[src/rtl/uart_mem.sv]
// uart_mem: memory-mapped 8N1 UART with baud divisor, one-byte TX/RX buffers and maskable interrupts.
// Define UART_MEM_IRQ_EN to implement INT/INT_PENDING and drive irq; otherwise irq is tied low.
module uart_mem #(
    parameter int ADDR_WIDTH = 32,
    parameter int DATA_WIDTH = 32
) (
    input  logic                  clk,
    input  logic                  rst_n,
    input  logic                  enable,
    input  logic                  wr_en,
    input  logic [ADDR_WIDTH-1:0] addr,
    input  logic [DATA_WIDTH-1:0] i_data,
    input  logic [3:0]            be,
    output logic                  ready,
    output logic [DATA_WIDTH-1:0] o_data,
    output logic                  irq,
    output logic                  bus_err,
    output logic                  tx_pin,
    input  logic                  rx_pin
);
    typedef enum logic {IDLE, RESP} bus_state_t;
    bus_state_t state, state_nxt;

    logic [15:0] div, div_eff;
    logic [4:0]  off;
    logic        size_ok, align_ok, impl_ok, valid, fire, acc_wr, acc_rd;
    logic [31:0] rdata;
    logic [4:0]  lane_a;
    logic [7:0]  lane_d;
    logic        hit_dl, hit_dh, hit_data, hit_int, hit_pend;
    logic [7:0]  wd_dl, wd_dh, wd_data;
    logic [1:0]  wd_int, wd_pend;
    logic [1:0]  int_en, int_pend;
    logic        data_wr, data_rd;

    logic        tx_req, tx_active, tx_busy, tx_set;
    logic [7:0]  tx_buf;
    logic [8:0]  tx_shift;
    logic [15:0] tx_cnt, tx_div;
    logic [3:0]  tx_bit;

    logic        rx_s1, rx_s2, rx_s3, rx_active, rx_set, rx_ready;
    logic [15:0] rx_cnt, rx_div;
    logic [3:0]  rx_bit;
    logic [7:0]  rx_shift, rx_byte;

    function automatic logic impl_byte(input logic [4:0] a);
        return a inside {5'h00, 5'h01, 5'h04, 5'h08, 5'h0C, 5'h10, 5'h14};
    endfunction

    assign off     = addr[4:0];
    assign div_eff = (div == 16'd0) ? 16'd1 : div;
    assign tx_busy = tx_req | tx_active;
    assign tx_set  = tx_active && tx_cnt == 16'd0 && tx_bit == 4'd9;
    assign rx_set  = rx_active && rx_cnt == 16'd0 && rx_bit == 4'd9 && rx_s2;

    always_comb begin
        size_ok  = be == 4'b0001 || be == 4'b0011 || be == 4'b1111;
        align_ok = (be == 4'b1111) ? off[1:0] == 2'b00 : (be == 4'b0011) ? !off[0] : 1'b1;
        impl_ok  = be == 4'b1111 || (impl_byte(off) && (be == 4'b0001 || impl_byte(off + 5'd1)));
        valid    = size_ok && align_ok && impl_ok && off[4:2] <= 3'd5 && addr[ADDR_WIDTH-1:5] == '0;
    end

    assign fire    = state == IDLE && enable;
    assign acc_wr  = fire && valid && wr_en;
    assign acc_rd  = fire && valid && !wr_en;
    assign data_wr = acc_wr && hit_data && !tx_busy;
    assign data_rd = acc_rd && hit_data;

    // Each enabled lane k addresses byte off+k and carries i_data[8k+7:8k] (right-justified).
    always_comb begin
        rdata    = '0;
        lane_a   = '0;
        lane_d   = '0;
        hit_dl   = 1'b0;
        hit_dh   = 1'b0;
        hit_data = 1'b0;
        hit_int  = 1'b0;
        hit_pend = 1'b0;
        wd_dl    = '0;
        wd_dh    = '0;
        wd_data  = '0;
        wd_int   = '0;
        wd_pend  = '0;
        for (int k = 0; k < 4; k++) begin
            if (be[k]) begin
                lane_a = off + 5'(k);
                lane_d = i_data[8*k +: 8];
                case (lane_a)
                    5'h00: begin rdata[8*k +: 8] = div[7:0]; hit_dl = 1'b1; wd_dl = lane_d; end
                    5'h01, 5'h04: begin rdata[8*k +: 8] = div[15:8]; hit_dh = 1'b1; wd_dh = lane_d; end
                    5'h08: rdata[8*k +: 8] = {6'd0, tx_busy, rx_ready};
                    5'h0C: begin rdata[8*k +: 8] = rx_byte; hit_data = 1'b1; wd_data = lane_d; end
                    5'h10: begin rdata[8*k +: 8] = {6'd0, int_en}; hit_int = 1'b1; wd_int = lane_d[1:0]; end
                    5'h14: begin rdata[8*k +: 8] = {6'd0, int_pend}; hit_pend = 1'b1; wd_pend = lane_d[1:0]; end
                    default: ;
                endcase
            end
        end
    end

    always_ff @(posedge clk or negedge rst_n) begin
        if (!rst_n) state <= IDLE;
        else        state <= state_nxt;
    end

    always_comb begin
        state_nxt = state;
        if (state == IDLE && enable)      state_nxt = RESP;
        else if (state == RESP && !enable) state_nxt = IDLE;
    end

    always_ff @(posedge clk or negedge rst_n) begin
        if (!rst_n) begin
            ready   <= 1'b0;
            bus_err <= 1'b0;
            o_data  <= '0;
        end else if (fire) begin
            ready   <= 1'b1;
            bus_err <= !valid;
            o_data  <= (valid && !wr_en) ? DATA_WIDTH'(rdata) : '0;
        end else if (state == RESP && !enable) begin
            ready   <= 1'b0;
            bus_err <= 1'b0;
            o_data  <= '0;
        end
    end

    always_ff @(posedge clk or negedge rst_n) begin
        if (!rst_n) begin
            div <= 16'd434;
        end else begin
            if (acc_wr && hit_dl) div[7:0]  <= wd_dl;
            if (acc_wr && hit_dh) div[15:8] <= wd_dh;
        end
    end

    // The DATA write only queues the byte; the frame begins on the following edge.
    always_ff @(posedge clk or negedge rst_n) begin
        if (!rst_n) begin
            tx_req    <= 1'b0;
            tx_buf    <= '0;
            tx_active <= 1'b0;
            tx_shift  <= '1;
            tx_cnt    <= '0;
            tx_div    <= 16'd1;
            tx_bit    <= '0;
            tx_pin    <= 1'b1;
        end else begin
            if (data_wr) begin
                tx_req <= 1'b1;
                tx_buf <= wd_data;
            end
            if (tx_req) begin
                tx_req    <= 1'b0;
                tx_active <= 1'b1;
                tx_pin    <= 1'b0;
                tx_shift  <= {1'b1, tx_buf};
                tx_div    <= div_eff;
                tx_cnt    <= div_eff - 16'd1;
                tx_bit    <= '0;
            end else if (tx_active) begin
                if (tx_cnt != 16'd0) begin
                    tx_cnt <= tx_cnt - 16'd1;
                end else if (tx_bit == 4'd9) begin
                    tx_active <= 1'b0;
                    tx_pin    <= 1'b1;
                end else begin
                    tx_pin   <= tx_shift[0];
                    tx_shift <= {1'b1, tx_shift[8:1]};
                    tx_cnt   <= tx_div - 16'd1;
                    tx_bit   <= tx_bit + 4'd1;
                end
            end
        end
    end

    // rx_s3 is the previous synchronized level, used only for falling-edge detection.
    always_ff @(posedge clk or negedge rst_n) begin
        if (!rst_n) begin
            rx_s1     <= 1'b1;
            rx_s2     <= 1'b1;
            rx_s3     <= 1'b1;
            rx_active <= 1'b0;
            rx_cnt    <= '0;
            rx_div    <= 16'd1;
            rx_bit    <= '0;
            rx_shift  <= '0;
            rx_byte   <= '0;
            rx_ready  <= 1'b0;
        end else begin
            rx_s1 <= rx_pin;
            rx_s2 <= rx_s1;
            rx_s3 <= rx_s2;
            if (!rx_active) begin
                if (rx_s3 && !rx_s2) begin
                    rx_active <= 1'b1;
                    rx_div    <= div_eff;
                    rx_cnt    <= div_eff >> 1;
                    rx_bit    <= '0;
                end
            end else if (rx_cnt != 16'd0) begin
                rx_cnt <= rx_cnt - 16'd1;
            end else begin
                rx_cnt <= rx_div - 16'd1;
                rx_bit <= rx_bit + 4'd1;
                if ((rx_bit == 4'd0 && rx_s2) || rx_bit == 4'd9) rx_active <= 1'b0;
                else if (rx_bit != 4'd0)                         rx_shift  <= {rx_s2, rx_shift[7:1]};
            end
            if (rx_set) begin
                rx_byte  <= rx_shift;
                rx_ready <= 1'b1;
            end else if (data_rd) begin
                rx_ready <= 1'b0;
            end
        end
    end

`ifdef UART_MEM_IRQ_EN
    always_ff @(posedge clk or negedge rst_n) begin
        if (!rst_n) begin
            int_en   <= '0;
            int_pend <= '0;
        end else begin
            if (acc_wr && hit_int) int_en <= wd_int;
            int_pend <= (int_pend & ~(({2{acc_wr && hit_pend}} & wd_pend) | {1'b0, data_rd}))
                        | {tx_set, rx_set};
        end
    end
    assign irq = |(int_en & int_pend);
`else
    logic unused_irq;
    assign int_en     = '0;
    assign int_pend   = '0;
    assign irq        = 1'b0;
    assign unused_irq = ^{hit_int, hit_pend, wd_int, wd_pend, tx_set};
`endif
endmodule

[config.mk]
export PLATFORM = sky130hd
export DESIGN_NAME = uart_mem
export DESIGN_NICKNAME = d
export VERILOG_FILES = /design/src/rtl/uart_mem.sv
export SDC_FILE = /design/constraint.sdc
export NUM_CORES = 1
export LEC_CHECK = 0
export BUFFER_PORTS_ARGS = -buffer_cell sky130_fd_sc_hd__buf_4
export CORE_MARGIN = 5
export CORE_UTILIZATION = 63
export DETAILED_ROUTE_END_ITERATION = 7
export PLACE_DENSITY = 0.85
export SYNTH_ARGS = -nofsm -noshare
export SYNTH_HDL_FRONTEND = slang
export SYNTH_SLANG_ARGS = --single-unit
[constraint.sdc]
create_clock -name clk -period 9.2 [get_ports clk]
set_clock_uncertainty 0.05 [all_clocks]
set_input_delay 0.92 -clock clk [delete_from_list [all_inputs] [get_ports clk]]
set_output_delay 0.92 -clock clk [all_outputs]
set_load 0.05 [all_outputs]
After elaboration in Yosys (flattened, before gate mapping):

Index checks and enable logic that the tools add are counted.

* register bits after elaboration: 163
* bits of input ports: 73
* output and inout port bits: 36
* word-level logic and storage cells: 227

* add/sub/neg operators: 10
* magnitude comparators: 1
* equality and inequality tests: 29
* mux-type cells: 99
* bitwise logic cells: 5
* reduce and logical (&&, ||, !) cells: 60

Operators by type and width (number)
* $mux 8: 28
* $mux 16: 8
* $pmux 8 s4: 4
* $mux 32: 3
* $sub 16x1->16 const B: 5
* $mux 1: 45
* $eq 5x4->1 const B: 8
* $mux 9: 4
* $logic_not 16->1: 2
* $reduce_bool 16->1: 2
* $mux 4: 7
* $logic_not 27->1: 1
* $logic_and 1x1->1: 21
* $eq 5x1->1 const B: 4
* $eq 5x3->1 const B: 4
* $eq 5x5->1 const B: 4
* $logic_not 5->1: 4
* $reduce_bool 7->1: 2
* $eq 4x4->1 const B: 3
* $add 5x2->5 const B: 2
* $add 4x1->4 const B: 2
* $reduce_and 2->1: 4
* $reduce_bool 2->1: 4
* $reduce_or 2->1: 4
* other kinds (15): 29

Depth between registers and ports, before layout:

Gate-level depths: netlist of the first run.

* depth after elaboration: 15
* gate-level depth with buffers: 15
* depth with buffers taken out: 12

Least setup slack after synthesis of the first run:

Ideal clock, no wire load.

* kind: reg2reg
* start: register rx_cnt[2]
* end: register rx_cnt[10]
* setup time: 0.083 ns
* data arrival time: 3.143 ns
* data required time: 9.067 ns
* setup slack: 5.925 ns
* stages on the path, launching flop included: 16
* path buffers: 3
* clock period less this slack: 3.275 ns
* cells stage by stage: dfrtp_1 or3_1 or3_1 clkbuf_1 nor2_2 buf_2 buf_2 a21oi_1 ha_1 or3b_2 nor2_1 o311ai_1 a2111oi_0 xnor2_1 nand2_1 o21ai_0

* word-level cells in the longest chain between the ends: 3
* elaborated cells on any way between the ends: 4
* those cells by class: add/sub (1); mux (2); reduce/logical (1)

RTL lines
* start: declaration: line 43 `logic [15:0] rx_cnt, rx_div;`
* start signal: assignment: line 199 `rx_cnt <= div_eff >> 1;`
* start signal: assignment: line 203 `rx_cnt <= rx_cnt - 16'd1;`
* start signal: assignment: line 205 `rx_cnt <= rx_div - 16'd1;`
* $sub 16x1->16 or $reduce_bool 16->1 (tied branches): line 203, 202
* $mux 16 (*): line 202 `end else if (rx_cnt != 16'd0) begin`
* $mux 16 (*): line 195 `if (!rx_active) begin`

Mark *: on every way between the ends. The rest lies on a longest branch, timed or not.
A chain may end at the register's enable or synchronous reset.

Worst setup path after layout of the first run:

* start: register tx_cnt[9]
* end: register tx_cnt[13]

* word-level cells in the longest chain between the ends: 4
* elaborated cells on any way between the ends: 7
* those cells by class: add/sub (1); eq/ne (1); mux (3); reduce/logical (2)

RTL lines
* start: declaration: line 39 `logic [15:0] tx_cnt, tx_div;`
* start signal: assignment: line 160 `tx_cnt <= div_eff - 16'd1;`
* start signal: assignment: line 164 `tx_cnt <= tx_cnt - 16'd1;`
* start signal: assignment: line 171 `tx_cnt <= tx_div - 16'd1;`
* $sub 16x1->16 or $reduce_bool 16->1 (tied branches): line 164, 163
* $mux 16: line 163 `if (tx_cnt != 16'd0) begin`
* $mux 16: line 162 `end else if (tx_active) begin`
* $mux 16: line 154 `if (tx_req) begin`

Several ways; a longest one is shown, not always the timed one. The select of a mux whose other input is x is not followed.

==> summary.txt, run 1 <==
Routing
  – WL per Instance: 19.5 um
  – Via count: ~8000
  – Iteration-0 DRC Markers: 874
  – Final wirelength: 23300 um
  – DRC: 0
  – DRT Pass-1 Iters: 6
  – Vias per inst: 6.54
  – Final ANT Viol Nets: 0

CTS
  – CTS tree: done
  – Maximum clock path buffer count: 2
  – Post-CTS sizing: 0
  – Hold-fix buffer count after cts: 0
  – Setup bufs post-CTS: 0
  – Root Buffer: clkbuf_16
  – Clock transition at path regs: 0.07 ns
  – H-tree depth: 4
  – Clock Latency Late Sink: 0.43 ns
  – TritonCTS buffer count: 17
  – Sink Count: 162

Timing
  – Pins Over Slew Limit: 0
  – Final count of negative-setup-slack endpoints: 0
  – Tcrit/Tclk final: approximately two fifths
  – Setup TNS: 0 ns
  – Slew @ Worst Pin: 1.13 ns
  – Hold WS: approximately 0.31 ns
  – Setup ws final: 5.64 ns
  – Fmax: 281 MHz
  – Final Hold Fails: 0
  – Fin crit period: roughly 3.6 ns
  – Unrepaired setup endpoints after global routing: false
  – Max-slew headroom: 24.8%

Placement
  – DP HPWL: approximately 16000 um
  – Port bufs: about 110
  – Post-placement cell count: about 1200
  – Post-Place Worst Slack: 5.48 ns
  – GPL Wtd Cong: 0.935
  – Dpl cell area: slightly below 10000 um^2

Yosys
  – Post-synth top cells: dfrtp_1, nand2_1, mux2_2
  – Synth area leaders: dfrtp_1, mux2_2, dfstp_2
  – Simple-gate portion of the synthesized area: 19.9%
  – Synth Area in Adders: 1.38%
  – Ys flop type: dfrtp_1
  – Synth cell types: 73
  – XOR/XNOR share of the synthesized area: 2.98%
  – Avg Inst Size Synth: around 10 um^2
  – Largest family of logic cells by synthesized area: simple AND/OR/NAND/NOR gates
  – Sequential share of the synthesized area: roughly 45%
  – Proportion of synthesized area in mux cells: about a tenth
  – Synth async-reset ratio: 100%
  – Mapped Area: 9060 um^2
  – Post-synth EDFFs: 0
  – Most common cell in the netlist: dfrtp_1
  – Leading area contributor after synthesis: dfrtp_1
  – Synth warn: 0
  – Compound-cell area share of the yosys netlist: between 10% and 20%
  – Syn Nets: 1008
  – Cells after Synth: 925
  – Share of the synthesized area in the top cell type: 39.5%
  – Synth Register Bits: 162

Layout
  – Final Instance Count excl. Fillers: 1196
  – Nets: approximately 1100
  – Final Cell Area: 10500 um^2
  – N_diodes: 0
  – Area Growth Syn to Fin: 15.6%
  – Share of layout cells above drive strength 1: between 20 and 30%
  – Fillers: 973
  – Fin util: roughly 75%

Floorplanning
  – Io pins: about 110
  – Die Ht: 130 um
  – Die area: 16900 um^2
  – Die width: 130 um
  – Starting Density: around 65%
  – Placement Rows: 43
  – Core Box Area: around 14000 um^2

Pwr
  – Power Dens Cells: between 150 and 200 nW/um^2
  – Flop pwr share: 44.5%
  – Pwr Total: roughly 1.8 mW
  – Clock Power Share: about two fifths
  – Lkg Pwr: 4.78 nW
  – Maximum vdd drop: 0.132 mV
  – Switching Fraction: 28.6%
  – Comb power frac: 16.2%
  – Psw: 0.512 mW
  – Pint: 1.28 mW

Setup path
  – CP max FO: 18
  – Required time worst endpoint: 9.44 ns
  – Critical path arrival: 3.80 ns
  – Critical Path End Type: flip-flop
  – Slowest cell delay on critical path: 0.74 ns
  – Crit path cell chain: nor4_1, and4_1, a21oi_1, nor2_1, inv_1, o211ai_1, o211ai_1
  – Startpoint types: flip-flop
  – CP dominant cell by count: o211ai_1
  – Critical path's top delay family: simple AND/OR/NAND/NOR gates
  – Max stage delay cell, worst path: nor2_1
  – Worst Path Buf+Inv: 1
  – Setup CP Type: reg2reg

GRT
  – Global-route wire length before repair: slightly below 40000 um
  – Total track usage: between 20% and 30%
  – Antenna violations before repair: 0
  – Largest net degree at the start of global routing: 85
  – Vias in the first global route: between 7000 and 8000
  – Gr ovfl total: 0

Outcome
  – Status: finished, final reports clean

Hold path
  – Hold Path Class: reg2reg

Job
  – Max capacitance violation total: 0
## cell type report
type	count	area, um^2	area share [%]
Multi-Input combinational cell	686	4640	44.3
Clock buffer	19	433	4.14
Inverter	23	86.3	0.825
Tap cell	180	225	2.15
Timing Repair Buffer	113	852	8.14
Clock inverter	13	150	1.43
Sequential cell	162	4080	39.0
## cells in the final DEF, fill, tap and decap left out, drive strengths merged, types with 10 or more instances in the layout
| cell | synthesis | final |
|---|---|---|
| o31ai | 15 | 15 |
| xnor2 | 15 | 15 |
| ha | 10 | 10 |
| buf | 26 | 113 |
| xor2 | 15 | 15 |
| a21oi | 45 | 45 |
| nand2 | 120 | 120 |
| dfrtp | 143 | 143 |
| a222oi | 22 | 22 |
| a221oi | 11 | 11 |
| o21ai | 52 | 52 |
| nor4 | 35 | 35 |
| mux2i | 19 | 19 |
| a22o | 10 | 10 |
| nor3 | 18 | 18 |
| nand3 | 23 | 23 |
| dfstp | 19 | 19 |
| inv | 23 | 29 |
| clkbuf | 28 | 19 |
| mux2 | 66 | 66 |
| nor2 | 58 | 58 |
| and2 | 24 | 24 |
## cells by family (layout without fill, tap and decap cells)
group / count (synthesis) / count (layout)
adders and majority gates: 10 / 10
muxes: 85 / 85
other: 1 / 1
buffers and inverters: 77 / 168
xor gates and xnor gates: 30 / 30
and+or+nand+nor: 343 / 343
DFF: 162 / 162
AOI/OAI and AO/OA: 217 / 217
## power groups by stage
| stage | combinational [mW] | sequential [mW] | clock, mW |
|---|---|---|---|
| 2_1_floorplan | 0.183 | 0.809 | 0 |
| 3_3_place_gp | 0.272 | 0.805 | 0 |
| 3_5_place_dp | 0.283 | 0.807 | 0 |
| 4_1_cts | 0.289 | 0.796 | 0.711 |
| 5_1_grt | 0.324 | 0.803 | 0.742 |
| 6_report | 0.291 | 0.797 | 0.705 |
## per-layer routing
metal  vias up  GRT usage (%)  wire length (um)
met1      3743           38.1              9490
li1       3574              -                 -
met3        69           6.63              2020
met4         0           12.3               793
met2       434           47.0             11000
met5         -              0                 0
## registers in the layout (all words and copies together), names as in the netlist, 4 cells and up
signal and count:
rx_shift 8, tx_div 16, tx_cnt 16, o_data 32, rx_bit 4, div 16, tx_buf 8, rx_byte 8
tx_bit 4, rx_cnt 16, tx_shift 8, rx_div 16
## final timing paths
| check | depth (start not counted) | from | to | slack (ns) |
|---|---|---|---|---|
| min reg2reg | 0 | rx_s1$_DFF_PN1_ | rx_s2$_DFF_PN1_ | 0.31 |
| max | 7 | tx_cnt[9]$_DFFE_PN0P_ | tx_cnt[13]$_DFFE_PN0P_ | 5.64 |
| max reg2reg | 7 | tx_cnt[9]$_DFFE_PN0P_ | tx_cnt[13]$_DFFE_PN0P_ | 5.64 |
| min | 0 | rx_s1$_DFF_PN1_ | rx_s2$_DFF_PN1_ | 0.31 |
| max in group asynchronous | 2 | rst_n | tx_bit[1]$_DFFE_PN0P_ | 7.15 |
| min in group asynchronous | 1 | rst_n | o_data[17]$_DFFE_PN0P_ | 0.48 |
## worst reg2reg max path, delay by kind of cell (launching register included)
family	cells	cell delay [ns]
compound gates	3	0.59
flops	1	0.39
buf+inv	1	0.45
simple gates	3	1.95
Power figures use the tool's default switching activity.
==> run 2, diff against run 1 <==
--- a/config.mk
+++ b/config.mk
@@ -7,9 +7,9 @@
 export LEC_CHECK = 0
 export BUFFER_PORTS_ARGS = -buffer_cell sky130_fd_sc_hd__buf_4
 export CORE_MARGIN = 5
-export CORE_UTILIZATION = 63
+export CORE_UTILIZATION = 53
 export DETAILED_ROUTE_END_ITERATION = 7
-export PLACE_DENSITY = 0.85
+export PLACE_DENSITY = 0.77
 export SYNTH_ARGS = -nofsm -noshare
 export SYNTH_HDL_FRONTEND = slang
 export SYNTH_SLANG_ARGS = --single-unit
==> constraint.sdc (replaced) <==
create_clock -name clk -period 3.21 [get_ports clk]
set_clock_uncertainty 0.05 [all_clocks]
set_input_delay 0.321 -clock clk [delete_from_list [all_inputs] [get_ports clk]]
set_output_delay 0.321 -clock clk [all_outputs]
set_load 0.05 [all_outputs]
==> summary.txt, run 2 (synthesized netlist as in run 1, its figures left out) <==
Setup path
  – R2R Setup Slk: 0.16 ns (-5.48 ns)
  – Critical Path End Type: flip-flop
  – Cell count of the worst reg-to-reg path: 12 (+5)
  – Required time worst endpoint: 3.50 ns (-5.94 ns)
  – Slowest cell delay on critical path: 0.49 ns (-0.25 ns)
  – Max stage delay cell, worst path: or3b_2
  – CP max FO: 6 (-12)
  – Crit path cell chain: or3_1, or3_1, nor2_2, a21oi_1, ha_1, or3b_2, nor2_2, o311ai_1, a2111oi_2, xnor2_1, nand2_1, o21ai_0
  – R2r endpoint: rx_cnt[10]$_DFFE_PN0P_
  – Worst R2R Start: rx_cnt[2]$_DFFE_PN0P_
  – Setup CP Type: reg2reg
  – Startpoint types: flip-flop
  – Critical path arrival: 3.34 ns (-0.46 ns)

Hold path
  – Hold path startpoint: wr_en
  – WHS Path Cells: 3 (+3)
  – Hold Path Class: in2reg
  – Sink of the worst hold path: rx_ready$_DFFE_PN0P_

Routing
  – Vias per inst: 6.16 (-5.8%)
  – DRC: 5 (+5)
  – Final wirelength: 23800 um (+2.1%)
  – Via count: 7850 (+0.38%)
  – Iteration-0 DRC Markers: 944 (+8.0%)
  – WL per Instance: 18.7 um (-4.2%)
  – DRT Pass-1 Iters: 8 (+2)
  – Final ANT Viol Nets: 0 (unchanged)

Timing
  – Max-slew headroom: 50.2% (+25 points)
  – Unrepaired setup endpoints after global routing: false
  – Final count of negative-setup-slack endpoints: 0 (unchanged)
  – Fin crit period: 3.05 ns (-0.506 ns)
  – Tcrit/Tclk final: 95.1% (+56 points)
  – Final Hold Fails: 0 (unchanged)
  – Pins Over Slew Limit: 0 (unchanged)
  – Fmax: 328 MHz (+17%)
  – Hold WS: 0.139 ns (-0.174 ns)
  – Slew @ Worst Pin: 0.748 ns (-0.380 ns)
  – Setup TNS: 0 ns (unchanged)

Pwr
  – Comb power frac: 16.4% (+0.2 points)
  – Pwr Total: 5.18 mW (+190%)
  – Lkg Pwr: 4.98 nW (+4.3%)
  – Psw: 1.49 mW (+190%)
  – Power Dens Cells: 478 nW/um^2 (+180%)
  – Switching Fraction: 28.7% (+0.12 points)
  – Pint: 3.69 mW (+190%)
  – Flop pwr share: 44.1% (-0.4 points)
  – Maximum vdd drop: 0.434 mV (+230%)
  – Clock Power Share: 39.5% (+0.2 points)

Floorplanning
  – Core Box Area: 16700 um^2 (+19%)
  – Starting Density: 54.2% (-11 points)
  – Io pins: 109 (unchanged)
  – Die Ht: 141 um (+8.3%)
  – Placement Rows: 47 (+9.3%)
  – Die width: 141 um (+8.3%)
  – Die area: 19800 um^2 (+17%)

Placement
  – DP HPWL: 16900 um (+6.4%)
  – Port bufs: 107 (unchanged)
  – GPL Wtd Cong: 0.934 (about the same)

Layout
  – Area Growth Syn to Fin: 19.5%
  – Share of layout cells above drive strength 1: 28.2% (+2.6 points)
  – Commonest non-fill, non-tap cell in the layout: buf_4
  – N_diodes: 0 (unchanged)
  – Max reg flops: 32 (unchanged)
  – Largest Register: o_data
  – Fillers: 1368 (+41%)
  – Nets: 1124 (+3.5%)
  – Commonest non-fill, non-tap cells in the layout: buf_4, dfrtp_1, nand2_1, mux2_2, nor2_1
  – Area of the multi-input gates: 4640 um^2 (about the same)
  – FF/Latch Area: 4080 um^2 (unchanged)

GRT
  – Total track usage: 24.2% (-4.9 points)
  – Vias in the first global route: 7643 (-3.2%)
  – Gr ovfl total: 0 (unchanged)
  – Antenna violations before repair: 0 (unchanged)
  – Global-route wire length before repair: 39000 um (+0.16%)
  – Largest net degree at the start of global routing: 80 (-5.9%)

CTS
  – Root Buffer: clkbuf_16
  – CTS tree: done
  – H-tree depth: 4 (unchanged)
  – TritonCTS buffer count: 17 (unchanged)
  – Clock Latency Late Sink: 0.43 ns (about the same)
  – Sink Count: 162 (unchanged)
  – Clock transition at path regs: 0.07 ns (about the same)
  – Setup bufs post-CTS: 0 (unchanged)
  – Maximum clock path buffer count: 2 (unchanged)

Outcome
  – Failing checks: design-rule violations
  – Status: finished, violations left

Job
  – Max capacitance violation total: 0 (unchanged)
-- run 2: cell count changes in the layout (fill, tap and decap cells not counted), sizes merged --
cell,before,now
dlygate4sd3,0,2
clkinvlp,2,1
inv,29,30
buf,113,149
-- run 2: cell type report --
type / instances / share of cell area (%)
clock buffer: 19 / 4.00
clock inverter: 13 / 1.41
inverter: 23 / 0.798
multi-input combinational: 686 / 42.9
sequential: 162 / 37.7
tap: 220 / 2.54
timing repair buffer: 151 / 10.7
-- run 2: repair_timing --
item | 4_1_cts | 5_1_grt
endpoints found under the setup margin | 0 | 1
hold endpoints to repair | 64 | 0
hold buffers | 2 | 0
resized for setup | 0 | 1
-- run 2: worst max-delay path by stage --
| stage | from | endpoint | slack [ns] |
|---|---|---|---|
| 5_1_grt | rx_cnt[2]$_DFFE_PN0P_ | rx_cnt[10]$_DFFE_PN0P_ | 0.02 |
| 2_1_floorplan | rx_cnt[2]$_DFFE_PN0P_ | rx_cnt[10]$_DFFE_PN0P_ | 0.05 |
| 3_5_place_dp | rx_cnt[2]$_DFFE_PN0P_ | rx_cnt[10]$_DFFE_PN0P_ | 0.16 |
| 3_3_place_gp | addr[2] | tx_buf[6]$_DFFE_PN0P_ | 0.23 |
| 6_report | rx_cnt[2]$_DFFE_PN0P_ | rx_cnt[10]$_DFFE_PN0P_ | 0.16 |
| 4_1_cts | rx_cnt[2]$_DFFE_PN0P_ | rx_cnt[10]$_DFFE_PN0P_ | 0.15 |
-- run 2: metrics by stage --
stage / cell area [um^2] / worst slack (ns) / instances / util [%]
6_report: 10800 / 0.157 / 1274 / 64.8
5_1_grt: 10800 / 0.0211 / 1274 / 64.8
4_1_cts: 10800 / 0.155 / 1274 / 64.8
3_5_place_dp: 10200 / 0.161 / 1240 / 61.1
3_3_place_gp: 10200 / 0.232 / 1240 / 61.1
2_1_floorplan: 9060 / 0.0544 / 925 / -
-- run 2: critical path, delay by kind of cell (launching register included) --
family / cells / cell delay [ns]
and+or+nand+nor: 6 / 1.19
DFF: 1 / 0.38
xor gates and xnor gates: 1 / 0.16
adders and majority gates: 1 / 0.22
AOI/OAI and AO/OA: 4 / 0.96
-- run 2: power groups by stage --
stage | Clock, mW | Combinational [mW] | Sequential, mW
2_1_floorplan | 0 | 0.528 | 2.32
3_3_place_gp | 0 | 0.814 | 2.30
3_5_place_dp | 0 | 0.835 | 2.31
4_1_cts | 2.07 | 0.843 | 2.28
5_1_grt | 2.18 | 0.941 | 2.30
6_report | 2.05 | 0.848 | 2.28
-- run 2: metal layers --
metal / vias to the layer above / share of wire [%] / GRT usage, %
met4: 0 / 2.4 / 8.41
met2: 391 / 47 / 38.9
met1: 3764 / 42 / 33.1
met5: - / 0 / 0
li1: 3645 / - / -
met3: 50 / 8.6 / 4.57
==> run 3, diff against run 2 <==
--- a/config.mk
+++ b/config.mk
@@ -6,10 +6,12 @@
 export NUM_CORES = 1
 export LEC_CHECK = 0
 export BUFFER_PORTS_ARGS = -buffer_cell sky130_fd_sc_hd__buf_4
+export CELL_PAD_IN_SITES_DETAIL_PLACEMENT = 1
+export CELL_PAD_IN_SITES_GLOBAL_PLACEMENT = 1
 export CORE_MARGIN = 5
-export CORE_UTILIZATION = 53
+export CORE_UTILIZATION = 41
 export DETAILED_ROUTE_END_ITERATION = 7
-export PLACE_DENSITY = 0.77
+export PLACE_DENSITY_LB_ADDON = 0.1
 export SYNTH_ARGS = -nofsm -noshare
 export SYNTH_HDL_FRONTEND = slang
 export SYNTH_SLANG_ARGS = --single-unit
==> summary.txt, run 3 (synthesized netlist as in run 1, its figures left out) <==
Outcome
  – Status: finished, final reports clean

Hold path
  – Hold Path Class: in2reg

CTS
  – Clock transition at path regs: 0.07 ns (about the same)
  – Setup bufs post-CTS: 0 (unchanged)
  – Sink Count: 162 (unchanged)
  – Maximum clock path buffer count: 2 (unchanged)
  – CTS tree: done
  – TritonCTS buffer count: 17 (unchanged)
  – H-tree depth: 4 (unchanged)
  – Clock Latency Late Sink: 0.43 ns (about the same)
  – Root Buffer: clkbuf_16

Setup path
  – CP startpoint: rx_cnt[2]$_DFFE_PN0P_
  – Setup crit end: rx_cnt[14]$_DFFE_PN0P_
  – Critical Path End Type: flip-flop
  – R2r endpoint: rx_cnt[14]$_DFFE_PN0P_
  – CP dominant cell by count: nor2_2
  – Max stage delay cell, worst path: or3b_2
  – Worst R2R Start: rx_cnt[2]$_DFFE_PN0P_
  – CP max FO: 6 (unchanged)
  – Slowest cell delay on critical path: 0.49 ns (about the same)
  – Setup CP Type: reg2reg
  – Required time worst endpoint: 3.50 ns (about the same)
  – Critical path arrival: 3.23 ns (-0.11 ns)
  – Cell count of the worst reg-to-reg path: 13 (+1)
  – R2R Setup Slk: 0.27 ns (+0.12 ns)
  – Crit path cell chain: or3_1, or3_4, nor2_2, a21oi_1, ha_1, or3b_2, nor2_2, o311ai_1, buf_4, nor4_1, xnor2_1, nand2_1, o21ai_0
  – Startpoint types: flip-flop

Layout
  – Largest Register: o_data
  – Max reg flops: 32 (unchanged)
  – N_diodes: 0 (unchanged)
  – Nets: 1127 (+0.27%)
  – Area Growth Syn to Fin: 21.3%
  – Final Instance Count excl. Fillers: 1337 (+4.9%)
  – Share of layout cells above drive strength 1: 28.6% (+0.39 points)
  – Fin util: 50.5% (-14 points)
  – Commonest non-fill, non-tap cells in the layout: buf_4, dfrtp_1, nand2_1, mux2_2, nor2_1
  – Commonest non-fill, non-tap cell in the layout: buf_4

Routing
  – Vias per inst: 5.77 (-6.3%)
  – Via count: 7721 (-1.6%)
  – DRT Pass-1 Iters: 6 (-2)
  – Iteration-0 DRC Markers: 426 (-55%)
  – Final ANT Viol Nets: 0 (unchanged)
  – WL per Instance: 20.1 um (+7.4%)
  – DRC: 0 (-5)
  – Final wirelength: 26800 um (+13%)

Pwr
  – Maximum vdd drop: 0.353 mV (-19%)
  – Flop pwr share: 42.9% (-1.2 points)
  – Lkg Pwr: 5.01 nW (+0.56%)
  – Switching Fraction: 28.0% (-0.66 points)
  – Comb power frac: 15.9% (-0.5 points)
  – Power Dens Cells: 485 nW/um^2 (+1.4%)
  – Psw: 1.49 mW (+0.56%)
  – Pint: 3.83 mW (+3.9%)
  – Clock Power Share: 41.2% (+1.7 points)

Floorplanning
  – Placement Rows: 54 (+15%)
  – Core Box Area: 21800 um^2 (+30%)
  – Io pins: 109 (unchanged)
  – Starting Density: 41.6% (-13 points)
  – Die Ht: 159 um (+13%)
  – Die width: 159 um (+13%)
  – Die area: 25200 um^2 (+27%)

Timing
  – Fmax: 340 MHz (+3.9%)
  – Max-slew headroom: 54.4% (+4.2 points)
  – Slew @ Worst Pin: 0.685 ns (-0.0630 ns)
  – Setup TNS: 0 ns (unchanged)
  – Final Hold Fails: 0 (unchanged)
  – Pins Over Slew Limit: 0 (unchanged)
  – Tcrit/Tclk final: 91.5% (-3.6 points)
  – Final count of negative-setup-slack endpoints: 0 (unchanged)
  – Unrepaired setup endpoints after global routing: false
  – Fin crit period: 2.94 ns (-0.115 ns)

Job
  – Max capacitance violation total: 0 (unchanged)

Placement
  – GPL Wtd Cong: 0.836 (-10%)
  – Post-placement cell count: 1303 (+5.1%)
  – Port bufs: 107 (unchanged)
  – DP HPWL: 19400 um (+15%)

GRT
  – Gr ovfl total: 0 (unchanged)
  – Largest net degree at the start of global routing: 74 (-7.5%)
  – Vias in the first global route: 8193 (+7.2%)
  – Global-route wire length before repair: 44000 um (+13%)
  – Antenna violations before repair: 0 (unchanged)
  – Total track usage: 22.1% (-2.1 points)
## run 3: final cells by class
cell class / count / area [um^2]
Inverter: 23 / 86.3
Clock inverter: 12 / 183
Clock buffer: 20 / 437
Fill cell: 2419 / 10800
Sequential cell: 162 / 4080
Tap cell: 280 / 350
Timing Repair Buffer: 154 / 1190
Multi-Input combinational cell: 686 / 4660
## run 3: per-stage QoR
step                      area, um^2  hold slack, ns  setup WS (ns)  total power, mW
after detailed placement       10300           0.298          0.147             3.16
after global routing           11000           0.152        0.00696             5.59
final                          11000           0.149          0.273             5.33
after global placement         10300           0.297          0.246             3.14
after CTS                      11000           0.129          0.129             5.39
after floorplan                 9060         -0.0246         0.0544             2.85
## run 3: worst min-delay path by stage
stage | startpoint | endpoint | slack [ns] | depth (start not counted)
after detailed placement | rx_s1$_DFF_PN1_ | rx_s2$_DFF_PN1_ | 0.30 | 0
after global placement | rx_s1$_DFF_PN1_ | rx_s2$_DFF_PN1_ | 0.30 | 0
after floorplan | rst_n | bus_err$_DFFE_PN0P_ | -0.02 | 0
after CTS | wr_en | rx_ready$_DFFE_PN0P_ | 0.13 | 3
after global routing | wr_en | rx_ready$_DFFE_PN0P_ | 0.15 | 3
final | wr_en | rx_ready$_DFFE_PN0P_ | 0.15 | 3
## run 3: routing by layer
| layer | track usage (%) | vias to the layer above | wire, um |
|---|---|---|---|
| met5 | 0 | - | 0 |
| met4 | 5.20 | 0 | 388 |
| met2 | 35.7 | 193 | 12600 |
| met1 | 30.9 | 3859 | 12600 |
| met3 | 4.05 | 21 | 1200 |
| li1 | - | 3648 | - |
## run 3: power by group through the flow
stage	registers, mW	clock network (mW)	logic (mW)
6_report	2.28	2.19	0.849
4_1_cts	2.28	2.25	0.854
3_3_place_gp	2.31	0	0.829
5_1_grt	2.30	2.35	0.948
2_1_floorplan	2.32	0	0.528
3_5_place_dp	2.32	0	0.844
## run 3: worst max-delay path, delay by kind of cell, from the launching register on
kind	cells	cell delay [ns]
AND/OR/NAND/NOR	7	1.37
adder cells (fa/ha/maj)	1	0.21
XOR/XNOR	1	0.16
buffers and inverters	1	0.21
AO/OA/AOI/OAI	3	0.47
flip-flops	1	0.38
## run 3: timing repair
action,CTS,global route
hold buffers,2,0
endpoints found under the hold margin,63,0
endpoints found under the setup margin,0,4
resized for setup,0,4
